==> config.mk <==
export PLATFORM = sky130hd
export DESIGN_NAME = output_framer_flat
export DESIGN_NICKNAME = d
export VERILOG_FILES = /design/src/rtl/output_framer_if.sv /design/src/rtl/output_framer.sv /design/src/flat_wrapper.sv
export SDC_FILE = /design/constraint.sdc
export NUM_CORES = 1
export LEC_CHECK = 0
export BUFFER_PORTS_ARGS = -buffer_cell sky130_fd_sc_hd__buf_4
export CAP_MARGIN = 10
export CORE_MARGIN = 2
export CORE_UTILIZATION = 45
export CTS_BUF_LIST = sky130_fd_sc_hd__clkbuf_4 sky130_fd_sc_hd__clkbuf_8
export DETAILED_ROUTE_END_ITERATION = 12
export PLACE_DENSITY_LB_ADDON = 0.25
export SYNTH_ARGS = -nofsm -noshare
export SYNTH_HDL_FRONTEND = slang
export SYNTH_SLANG_ARGS = --single-unit
export TNS_END_PERCENT = 100
==> constraint.sdc <==
create_clock -name clk -period 2.35 [get_ports clk]
set_input_delay 0.47 -clock clk [delete_from_list [all_inputs] [get_ports clk]]
set_output_delay 0.47 -clock clk [all_outputs]
set_load 0.02 [all_outputs]
==> src/rtl/output_framer_if.sv <==
// output_framer_if: AXI-stream input and output channels of the output framer.
interface output_framer_if #(parameter int OUTW = 24);
  logic [OUTW-1:0] IN_AXIS_TDATA;
  logic            IN_AXIS_TVALID;
  logic            IN_AXIS_TREADY;
  logic [OUTW-1:0] OUT_AXIS_TDATA;
  logic            OUT_AXIS_TVALID;
  logic            OUT_AXIS_TREADY;
  logic            OUT_AXIS_TLAST;
  logic            OUT_AXIS_TUSER;
  modport slave (
    input  IN_AXIS_TDATA, IN_AXIS_TVALID, OUT_AXIS_TREADY,
    output IN_AXIS_TREADY, OUT_AXIS_TDATA, OUT_AXIS_TVALID, OUT_AXIS_TLAST, OUT_AXIS_TUSER
  );
  modport master (
    output IN_AXIS_TDATA, IN_AXIS_TVALID, OUT_AXIS_TREADY,
    input  IN_AXIS_TREADY, OUT_AXIS_TDATA, OUT_AXIS_TVALID, OUT_AXIS_TLAST, OUT_AXIS_TUSER
  );
endinterface

==> src/rtl/output_framer.sv <==
// output_framer: two-entry skid buffer tagging samples with row TLAST / frame TUSER.
// Optional macro FRAMER_RELU_EN clamps negative samples to zero on input.
module output_framer #(
  parameter int OUTW = 24,
  parameter int COLS = 19,
  parameter int ROWS = 19
) (
  input  logic            clk,
  input  logic            reset,
  output_framer_if.slave  s,
  output logic            frame_done
);
  localparam int CW = $clog2(COLS);
  localparam int RW = $clog2(ROWS);
  localparam logic [CW-1:0] COL_MAX = CW'(COLS - 1);
  localparam logic [RW-1:0] ROW_MAX = RW'(ROWS - 1);
  typedef enum logic [1:0] {EMPTY, BUSY, FULL} state_t;
  typedef struct packed {
    logic [OUTW-1:0] data;
    logic            last;
    logic            user;
    logic [RW-1:0]   row;
  } entry_t;
  state_t          state_q, state_d;
  entry_t          main_q, skid_q, in_e;
  logic [CW-1:0]   col_q;
  logic [RW-1:0]   row_q;
  logic            in_ready_q, out_valid_q, frame_done_q;
  logic            in_xfer, out_xfer;
  logic [OUTW-1:0] din;
`ifdef FRAMER_RELU_EN
  assign din = s.IN_AXIS_TDATA[OUTW-1] ? '0 : s.IN_AXIS_TDATA;
`else
  assign din = s.IN_AXIS_TDATA;
`endif
  always_comb begin
    in_xfer  = s.IN_AXIS_TVALID && in_ready_q;
    out_xfer = out_valid_q && s.OUT_AXIS_TREADY;
    in_e     = '{data: din, last: col_q == COL_MAX, user: col_q == '0 && row_q == '0, row: row_q};
    state_d  = state_q == EMPTY ? (in_xfer ? BUSY : EMPTY) :
               state_q == BUSY  ? (in_xfer && !out_xfer ? FULL : !in_xfer && out_xfer ? EMPTY : BUSY) :
                                  (out_xfer ? BUSY : FULL);
  end
  // Ready and valid are registered from the next state so neither depends combinationally on downstream.
  always_ff @(posedge clk or negedge reset) begin
    if (!reset) begin
      state_q      <= EMPTY;
      main_q       <= '0;
      skid_q       <= '0;
      col_q        <= '0;
      row_q        <= '0;
      in_ready_q   <= 1'b0;
      out_valid_q  <= 1'b0;
      frame_done_q <= 1'b0;
    end else begin
      state_q      <= state_d;
      in_ready_q   <= state_d != FULL;
      out_valid_q  <= state_d != EMPTY;
      frame_done_q <= out_xfer && main_q.last && main_q.row == ROW_MAX;
      if (in_xfer) begin
        col_q <= col_q == COL_MAX ? '0 : col_q + CW'(1);
        if (col_q == COL_MAX) row_q <= row_q == ROW_MAX ? '0 : row_q + RW'(1);
      end
      if (in_xfer && (state_q == EMPTY || out_xfer)) main_q <= in_e;
      else if (state_q == FULL && out_xfer) main_q <= skid_q;
      if (in_xfer && state_q == BUSY && !out_xfer) skid_q <= in_e;
    end
  end
  assign s.IN_AXIS_TREADY  = in_ready_q;
  assign s.OUT_AXIS_TVALID = out_valid_q;
  assign s.OUT_AXIS_TDATA  = main_q.data;
  assign s.OUT_AXIS_TLAST  = main_q.last;
  assign s.OUT_AXIS_TUSER  = main_q.user;
  assign frame_done        = frame_done_q;
endmodule

==> src/flat_wrapper.sv <==
// flat-port wrapper written by rule: the top's interface ports become plain ports
module output_framer_flat 
#(
  parameter int OUTW = 24,
  parameter int COLS = 19,
  parameter int ROWS = 19
)
  (clk, reset, frame_done, s_IN_AXIS_TDATA, s_IN_AXIS_TVALID, s_OUT_AXIS_TREADY, s_IN_AXIS_TREADY, s_OUT_AXIS_TDATA, s_OUT_AXIS_TVALID, s_OUT_AXIS_TLAST, s_OUT_AXIS_TUSER);
  output_framer_if #(.OUTW(OUTW)) s_i ();
  input  logic clk;
  input  logic reset;
  output logic frame_done;
  input wire logic [$bits(s_i.IN_AXIS_TDATA)-1:0] s_IN_AXIS_TDATA;
  input wire logic [$bits(s_i.IN_AXIS_TVALID)-1:0] s_IN_AXIS_TVALID;
  input wire logic [$bits(s_i.OUT_AXIS_TREADY)-1:0] s_OUT_AXIS_TREADY;
  output wire logic [$bits(s_i.IN_AXIS_TREADY)-1:0] s_IN_AXIS_TREADY;
  output wire logic [$bits(s_i.OUT_AXIS_TDATA)-1:0] s_OUT_AXIS_TDATA;
  output wire logic [$bits(s_i.OUT_AXIS_TVALID)-1:0] s_OUT_AXIS_TVALID;
  output wire logic [$bits(s_i.OUT_AXIS_TLAST)-1:0] s_OUT_AXIS_TLAST;
  output wire logic [$bits(s_i.OUT_AXIS_TUSER)-1:0] s_OUT_AXIS_TUSER;
  assign s_i.IN_AXIS_TDATA = s_IN_AXIS_TDATA;
  assign s_i.IN_AXIS_TVALID = s_IN_AXIS_TVALID;
  assign s_i.OUT_AXIS_TREADY = s_OUT_AXIS_TREADY;
  assign s_IN_AXIS_TREADY = s_i.IN_AXIS_TREADY;
  assign s_OUT_AXIS_TDATA = s_i.OUT_AXIS_TDATA;
  assign s_OUT_AXIS_TVALID = s_i.OUT_AXIS_TVALID;
  assign s_OUT_AXIS_TLAST = s_i.OUT_AXIS_TLAST;
  assign s_OUT_AXIS_TUSER = s_i.OUT_AXIS_TUSER;
  output_framer #(.OUTW(OUTW), .COLS(COLS), .ROWS(ROWS)) u_core (.clk(clk), .reset(reset), .s(s_i), .frame_done(frame_done));
endmodule
==> results of run 1 <==
## cells by family (layout without fill, tap and decap cells)
kind of cell / after synthesis / in the layout / share of synthesized area
AO/OA/AOI/OAI: 14 / 14 / 0.0254
flip-flops: 77 / 77 / 0.522
multiplexers: 94 / 94 / 0.286
adder cells (fa/ha/maj): 7 / 7 / 0.0237
AND/OR/NAND/NOR: 35 / 35 / 0.0559
buffers and inverters: 43 / 88 / 0.0773
XOR/XNOR: 4 / 4 / 0.00949
## path summary, 6_finish.rpt
kind	end	cells after the start	slack (ns)	start
max	u_core.s.OUT_AXIS_TDATA[6]	5	0.44	u_core.state_q[0]
min	u_core.s.OUT_AXIS_TDATA[2]	1	0.08	reset
max reg2reg	u_core.s.OUT_AXIS_TDATA[6]	5	0.44	u_core.state_q[0]
min reg2reg	u_core.skid_q[12]	1	0.48	u_core.skid_q[12]
max in group asynchronous	u_core.skid_q[28]	2	1.68	reset
min in group clk	u_core.skid_q[12]	2	0.36	s_IN_AXIS_TDATA[5]
## flip-flops by register name, summed over array words and instances (netlist names)
name and count:
u_core.s.OUT_AXIS_TDATA 24, u_core.s.OUT_AXIS_TLAST 1, u_core.skid_q 31, u_core.s.IN_AXIS_TREADY 1
u_core.s.OUT_AXIS_TUSER 1, u_core.frame_done 1, u_core.col_q 5, u_core.row_q 5
u_core.s.OUT_AXIS_TVALID 1, u_core.state_q 2, u_core.main_q 5
## metal layers
layer / vias to the layer above / part of all wire / track usage / wire length, µm
met4: 0 / 0.018 / 0.0628 / 114
met3: 11 / 0.050 / 0.0399 / 311
met2: 48 / 0.46 / 0.241 / 2830
li1: 1023 / - / - / -
met5: - / 0 / 0 / 0
met1: 1055 / 0.47 / 0.199 / 2940
## metrics by stage
stage | std cells | utilization | setup WS [ns]
3_3_place_gp | 409 | 0.508 | 0.392
6_report | 424 | 0.528 | 0.443
5_1_grt | 424 | 0.528 | 0.341
3_5_place_dp | 409 | 0.508 | 0.360
2_1_floorplan | 274 | - | 0.554
4_1_cts | 424 | 0.528 | 0.421
## cell type report
class                           instances  area (µm²)
Fill cell                             697        3820
Sequential cell                        77        1930
Multi-Input combinational cell        154        1510
Timing Repair Buffer                   66         520
Clock buffer                           10         131
Tap cell                              105         131
Clock inverter                          5        28.8
Inverter                                7        26.3
## power by group through the flow
stage                     Sequential, mW  Combinational [mW]  Clock, mW
after floorplan                     2.16                1.94          0
after global placement              2.22                2.33          0
after detailed placement            2.25                2.37          0
after CTS                           2.22                2.38      0.871
after global routing                2.30                2.56      0.924
final                               2.22                2.34      0.840
## placed cells by master (no fill, tap or decap), types with 3 or more instances in the layout
master | netlist | routed
dfrtp_1 | 77 | 77
buf_4 | 24 | 64
mux2_2 | 62 | 62
mux2_1 | 31 | 31
nand2_1 | 10 | 10
clkbuf_8 | 0 | 9
inv_1 | 7 | 7
ha_1 | 7 | 7
o21ai_0 | 6 | 6
nor2_1 | 4 | 4
clkinv_2 | 0 | 4
nand4_1 | 3 | 3
nand3_1 | 3 | 3
==> impl_metrics.env, run 1 <==
export IMPL_ir_worst_vdd_mv=0.624
export IMPL_power_density_mw_per_mm2=1260
export IMPL_yosys_area_top_type_share=0.522
export IMPL_synth_area_mm2=0.00369
export IMPL_critPathSlowestCell="dfrtp_1"
export IMPL_p_leak_nw=1.94
export IMPL_post_cts_repair_setup_buffers=0
export IMPL_clk_pin_slew_ns=0.08
export IMPL_synth_async_reset_ratio=1.00
export IMPL_grt_use_total=0.152
export IMPL_yosys_top_cells_count="77 x dfrtp_1, 62 x mux2_2, 31 x mux2_1"
export IMPL_core_mm2=0.00809
export IMPL_hold_class="in2async"
export IMPL_ys_flop_type="dfrtp_1"
export IMPL_drc=0
export IMPL_drt_iter0_drc=62
export IMPL_dpl_cell_area_mm2=0.00411
export IMPL_criticalPathCategory="reg2reg"
export IMPL_crit_buf_inv=1
export IMPL_yosysSeqAreaShare=0.522
export IMPL_start_kind="register"
export IMPL_min_period_over_period=0.812
export IMPL_cts_resized=0
export IMPL_numPortBuffers=56
export IMPL_rows=33
export IMPL_die_w_um=94.6
export IMPL_grt_pass1_wl_um=10400
export IMPL_yosysWarnings=0
export IMPL_cts_sinks=77
export IMPL_fmax_mhz=524
export IMPL_diodes=0
export IMPL_grt_pass1_vias=2115
export IMPL_layout_drive_gt1_share=0.467
export IMPL_start_util=0.456
export IMPL_drt_pass1_iterations=4
export IMPL_rsz0062_at_grt="false"
export IMPL_required_ns=2.58
export IMPL_maxSlewViolCount=0
export IMPL_cts_hold_buf=0
export IMPL_hold_viol_final=0
export IMPL_antenna_left=0
export IMPL_hpwl_um=4250
export IMPL_status="completed"
export IMPL_via_per_inst=5.04
export IMPL_pwr_share_comb=0.433
export IMPL_synth_top_cells_by_area="dfrtp_1 52%, mux2_2 19%, mux2_1 9.5%, buf_4 4.9%, ha_1 2.4%"
export IMPL_relSlewSlack=0.678
export IMPL_antenna_found_initial=0
export IMPL_period_minus_slack_ns=1.91
export IMPL_final_area_mm2=0.00427
export IMPL_power_report_internal_total_mw=3.56
export IMPL_end_kind="register"
export IMPL_fin_skew_ns=0.00708
export IMPL_grt_max_degree=43
export IMPL_avgSynthCellArea_um2=13.5
export IMPL_syn_nets=309
export IMPL_cp_max_fo=10
export IMPL_worst_pin_slew_ns=0.483
export IMPL_seqPwrFrac=0.411
export IMPL_areaGrowthSynthToFinish_pct=15.7
export IMPL_clockBufferDepth=2
export IMPL_clockPowerShare=0.156
export IMPL_cpPeakStageDelay_ns=0.49
export IMPL_synth_most_common_cell="dfrtp_1"
export IMPL_clock_root_buffer="clkbuf_8"
export IMPL_timing_hold_ws_ns=0.0826
export IMPL_h_tree_depth=3
export IMPL_p_sw_mw=1.84
export IMPL_synth_edf_count=0
export IMPL_vias=2137
export IMPL_nets=350
export IMPL_syn_instance_count=274
export IMPL_die_area_mm2=0.00895
export IMPL_wl_um=6200
export IMPL_crit_chain="or2_1 -> a21oi_4 -> buf_4 -> mux2_1 -> mux2_2"
export IMPL_finalSetupViolCount=0
export IMPL_io_pins=57
export IMPL_synthDistinctLibCells=35
export IMPL_grt_overflow_total=0
export IMPL_yosysTopAreaCell="dfrtp_1"
export IMPL_drv_cap=0
export IMPL_arrival_ns=2.14
export IMPL_insertion_delay_ns=0.34
export IMPL_crit_family="multiplexers"
export IMPL_cts_buffers=9
export IMPL_post_drt_wl_per_cell_um=14.6
export IMPL_routabilityCongestion=0.764
export IMPL_synth_seq_cells=77
export IMPL_cts_tree="built"
export IMPL_fin_tns_setup_ns=0
export IMPL_p_total_mw=5.39
export IMPL_die_y_um=94.6
export IMPL_switching_share=0.341
No activity file was read; power rests on OpenSTA's default activity.
==> run 2, diff against run 1 <==
==> constraint.sdc (replaced) <==
create_clock -name clk -period 1.68 [get_ports clk]
set_input_delay 0.336 -clock clk [delete_from_list [all_inputs] [get_ports clk]]
set_output_delay 0.336 -clock clk [all_outputs]
set_load 0.02 [all_outputs]
==> impl_metrics.env, run 2 (same netlist as run 1, synthesis figures left out) <==
export IMPL_status="complete, but fails checks"
export IMPL_violations="setup timing"
export IMPL_crit_chain="or2_4 -> a21oi_4 -> buf_6 -> mux2_1 -> mux2_2"
export IMPL_end_kind="register"
export IMPL_instances_no_fill=447
export IMPL_critPathSlowestCell="dfrtp_1"
export IMPL_drc=0
export IMPL_clk_pin_slew_ns=0.08
export IMPL_hold_class="in2reg"
export IMPL_routabilityCongestion=0.809
export IMPL_relSlewSlack=0.736
export IMPL_die_area_mm2=0.00895
export IMPL_die_y_um=94.6
export IMPL_period_minus_slack_ns=1.76
export IMPL_finalSetupViolCount=30
export IMPL_nets=373
export IMPL_areaGrowthSynthToFinish_pct=22.7
export IMPL_regMostFlops="u_core.skid_q"
export IMPL_largest_register_ffs=31
export IMPL_drv_cap=0
export IMPL_final_setup_worst_slack_ns=-0.0835
export IMPL_hold_viol_final=0
export IMPL_worst_r2r_cell_count=5
export IMPL_core_mm2=0.00809
export IMPL_worstReg2RegStart="u_core.state_q[0]"
export IMPL_diodes=0
export IMPL_maxSlewViolCount=0
export IMPL_start_kind="register"
export IMPL_rows=33
export IMPL_wl_um=6820
export IMPL_rsz0062_at_grt="true"
export IMPL_dp_cells=428
export IMPL_cts_sinks=77
export IMPL_layout_drive_gt1_share=0.512
export IMPL_clockBufferDepth=2
export IMPL_io_pins=57
export IMPL_hold_depth=2
export IMPL_antenna_left=0
export IMPL_grt_max_degree=30
export IMPL_fin_skew_ns=0.0155
export IMPL_fmax_mhz=567
export IMPL_hpwl_um=4870
export IMPL_die_w_um=94.6
export IMPL_final_common_cell="buf_4"
export IMPL_p_leak_nw=2.08
export IMPL_most_common_layout_cells="79 x buf_4, 76 x dfrtp_1, 62 x mux2_2"
export IMPL_h_tree_depth=3
export IMPL_vias=2295
export IMPL_worst_pin_slew_ns=0.393
export IMPL_required_ns=1.91
export IMPL_insertion_delay_ns=0.35
export IMPL_antenna_found_initial=0
export IMPL_numPortBuffers=56
export IMPL_cts_tree="built"
export IMPL_cp_max_fo=10
export IMPL_cpPeakStageDelay_ns=0.39
export IMPL_p_total_mw=8.11
export IMPL_crit_start="u_core.state_q[0]"
export IMPL_drt_iter0_drc=67
export IMPL_criticalPathCategory="reg2reg"
export IMPL_start_util=0.456
export IMPL_clock_root_buffer="clkbuf_8"
export IMPL_grt_pass1_vias=2418
export IMPL_power_density_mw_per_mm2=1790
export IMPL_fin_tns_setup_ns=-1.82
export IMPL_cts_buffers=9
export IMPL_grt_use_total=0.164
export IMPL_arrival_ns=1.99
export IMPL_via_per_inst=5.13
export IMPL_grt_pass1_wl_um=11300
export IMPL_min_period_over_period=1.05
export IMPL_ir_worst_vdd_mv=0.759
export IMPL_grt_overflow_total=0
export IMPL_drt_pass1_iterations=4
export IMPL_min_delay_start="s_IN_AXIS_TDATA[3]"
export IMPL_post_drt_wl_per_cell_um=15.3
==> run 2: final cells by class <==
| class | count | area (µm²) |
|---|---|---|
| fill | 694 | 3560 |
| clock inverter | 4 | 50.0 |
| inverter | 7 | 26.3 |
| timing repair buffer | 89 | 729 |
| clock buffer | 11 | 145 |
| tap | 105 | 131 |
| multi-input combinational | 154 | 1520 |
| sequential | 77 | 1930 |
==> run 2: path summary, 6_finish.rpt <==
check	to	slack, ns
max	u_core.s.OUT_AXIS_TDATA[5]	-0.08
min	u_core.skid_q[10]	0.22
max reg2reg	u_core.s.OUT_AXIS_TDATA[5]	-0.08
min reg2reg	u_core.skid_q[12]	0.49
max in group asynchronous	u_core.s.OUT_AXIS_TLAST	0.70
min in group asynchronous	u_core.skid_q[8]	0.44
==> run 2: critical path: cells and delay by family, from the launching register on <==
family | cells | cell delay [ns]
buffers and inverters | 1 | 0.19
DFF | 1 | 0.39
and+or+nand+nor | 1 | 0.27
muxes | 2 | 0.60
AOI/OAI and AO/OA | 1 | 0.19
==> run 2: where the power goes <==
group	leakage (nW)	switching (mW)	total (mW)	internal, mW
logic	1.05	1.63	3.68	2.05
clock network	0.0948	0.654	1.39	0.733
registers	0.928	0.390	3.04	2.65
==> run 2: metrics by stage <==
step | setup WS [ns] | util | instance area (µm²) | hold slack, ns
floorplan | -0.0496 | - | 3710 | 0.0404
global placement | -0.0810 | 0.526 | 4260 | 0.293
detailed placement | -0.132 | 0.526 | 4260 | 0.294
CTS | -0.0940 | 0.553 | 4480 | 0.215
global route | -0.148 | 0.560 | 4530 | 0.223
finish | -0.0835 | 0.560 | 4530 | 0.224
==> run 2: what timing repair did <==
action,in CTS,in global routing
setup endpoints to repair,30,63
hold buffers,1,0
endpoints found under the hold margin,26,0
setup buffers,0,2
cloned,0,1
resized for setup,4,10
==> run 2: layer usage <==
| layer | wire (µm) | share of wire | track usage | vias to the layer above |
|---|---|---|---|---|
| li1 | - | - | - | 1065 |
| met1 | 3000 | 0.44 | 0.203 | 1158 |
| met3 | 316 | 0.046 | 0.0327 | 17 |
| met4 | 165 | 0.024 | 0.0797 | 0 |
| met5 | 0 | 0 | 0 | - |
| met2 | 3340 | 0.49 | 0.275 | 55 |
==> run 3, diff against run 2 <==
--- a/config.mk
+++ b/config.mk
@@ -12,6 +12,7 @@
 export CTS_BUF_LIST = sky130_fd_sc_hd__clkbuf_4 sky130_fd_sc_hd__clkbuf_8
 export DETAILED_ROUTE_END_ITERATION = 12
 export PLACE_DENSITY_LB_ADDON = 0.25
+export SKIP_LAST_GASP = 1
 export SYNTH_ARGS = -nofsm -noshare
 export SYNTH_HDL_FRONTEND = slang
 export SYNTH_SLANG_ARGS = --single-unit
==> constraint.sdc (replaced) <==
create_clock -name clk -period 1.8 [get_ports clk]
set_input_delay 0.36 -clock clk [delete_from_list [all_inputs] [get_ports clk]]
set_output_delay 0.36 -clock clk [all_outputs]
set_load 0.02 [all_outputs]
==> impl_metrics.env, run 3 (same netlist as run 1, synthesis figures left out) <==
export IMPL_start_util=0.456
export IMPL_critPathSlowestCell="dfrtp_1"
export IMPL_clk_pin_slew_ns=0.09
export IMPL_p_leak_nw=2.10
export IMPL_instances_no_fill=440
export IMPL_core_mm2=0.00809
export IMPL_hold_viol_final=0
export IMPL_nets=365
export IMPL_die_area_mm2=0.00895
export IMPL_power_density_mw_per_mm2=1730
export IMPL_clock_root_buffer="clkbuf_8"
export IMPL_fin_skew_ns=0.0126
export IMPL_multi_input_area_mm2=0.00156
export IMPL_insertion_delay_ns=0.35
export IMPL_drt_pass1_iterations=4
export IMPL_timing_hold_ws_ns=0.00836
export IMPL_rows=33
export IMPL_utilization=0.568
export IMPL_cp_num_cells=6
export IMPL_maxSlewViolCount=0
export IMPL_routabilityCongestion=0.761
export IMPL_final_common_cell="dfrtp_1"
export IMPL_regMostFlops="u_core.skid_q"
export IMPL_drc=0
export IMPL_finalSetupViolCount=0
export IMPL_wl_um=6760
export IMPL_via_per_inst=5.07
export IMPL_antenna_left=0
export IMPL_cts_buffers=9
export IMPL_clockBufferDepth=2
export IMPL_antenna_found_initial=0
export IMPL_io_pins=57
export IMPL_grt_max_degree=78
export IMPL_die_y_um=94.6
export IMPL_post_drt_wl_per_cell_um=15.4
export IMPL_crit_buf_inv=2
export IMPL_cts_sinks=77
export IMPL_vias=2230
export IMPL_required_ns=2.04
export IMPL_drv_cap=0
export IMPL_h_tree_depth=3
export IMPL_cts_hold_buf=0
export IMPL_largest_register_ffs=31
export IMPL_cp_max_fo=8
export IMPL_grt_overflow_total=0
export IMPL_grt_pass1_wl_um=10400
export IMPL_crit_family="multiplexers"
export IMPL_hold_class="in2async"
export IMPL_dpl_cell_area_mm2=0.00417
export IMPL_dp_cells=414
export IMPL_min_period_over_period=0.986
export IMPL_cpPeakStageDelay_ns=0.38
export IMPL_hpwl_um=4090
export IMPL_end_kind="register"
export IMPL_fmax_mhz=564
export IMPL_status="completed"
export IMPL_rsz0062_at_grt="true"
export IMPL_numPortBuffers=56
export IMPL_relSlewSlack=0.710
export IMPL_criticalPathCategory="reg2reg"
export IMPL_worst_pin_slew_ns=0.431
export IMPL_arrival_ns=2.01
export IMPL_most_common_layout_cells="77 x dfrtp_1, 71 x buf_4, 62 x mux2_2"
export IMPL_grt_use_total=0.152
export IMPL_period_minus_slack_ns=1.77
export IMPL_ir_worst_vdd_mv=0.742
export IMPL_worst_r2r_cell_count=6
export IMPL_cts_tree="built"
export IMPL_drt_iter0_drc=49
export IMPL_final_area_mm2=0.00459
export IMPL_start_kind="register"
export IMPL_crit_chain="and2_4 -> buf_6 -> mux2i_4 -> a2bb2oi_4 -> clkbuf_16 -> mux2_2"
export IMPL_regArea_mm2=0.00193
export IMPL_layout_drive_gt1_share=0.528
export IMPL_nFillCells=671
export IMPL_grt_pass1_vias=2228
export IMPL_fin_tns_setup_ns=0
export IMPL_areaGrowthSynthToFinish_pct=24.4
export IMPL_die_w_um=94.6
export IMPL_diodes=0
run 3: final timing paths:
kind | from | slack (ns) | to
min in group clk | s_IN_AXIS_TDATA[17] | 0.24 | u_core.skid_q[24]
worst min-delay path | reset | 0.008 | u_core.s.OUT_AXIS_TDATA[3]
worst max-delay path | u_core.s.OUT_AXIS_TVALID | 0.03 | u_core.s.OUT_AXIS_TDATA[10]
worst max register to register | u_core.s.OUT_AXIS_TVALID | 0.03 | u_core.s.OUT_AXIS_TDATA[10]
max in group asynchronous | reset | 1.46 | u_core.row_q[1]
worst min register to register | u_core.skid_q[12] | 0.50 | u_core.skid_q[12]
run 3: cell type report:
class                   instances  share of cell area
flip-flops and latches         77               0.419
well taps                     105              0.0286
clock inverters                 5              0.0182
multi-input cells             154               0.339
repair buffers                 81               0.157
inverters                       7             0.00572
clock buffers                  11              0.0316
run 3: repair_timing:
item	in CTS	in global routing
gates resized for setup	0	16
endpoints found under the setup margin	0	33
buffers inserted	0	6
run 3: through the flow:
stage / setup slack [ns] / power, mW
after floorplan: 0.00442 / 5.35
after global routing: -0.0361 / 8.44
after global placement: -0.0205 / 6.04
final: 0.0259 / 7.93
after detailed placement: -0.0524 / 6.14
after CTS: 0.0162 / 7.63
run 3: routing by layer:
layer,vias to the layer above,wire (µm),global-route usage
met5,-,0,0
met4,0,119,0.0761
met3,10,285,0.0335
met2,51,3240,0.245
met1,1114,3120,0.194
li1,1055,-,-
run 3: report_power, final:
part,total (mW),leakage (nW),switching (mW),internal (mW)
registers,2.86,0.928,0.388,2.47
logic,3.60,1.07,1.54,2.05
clock network,1.48,0.109,0.639,0.837
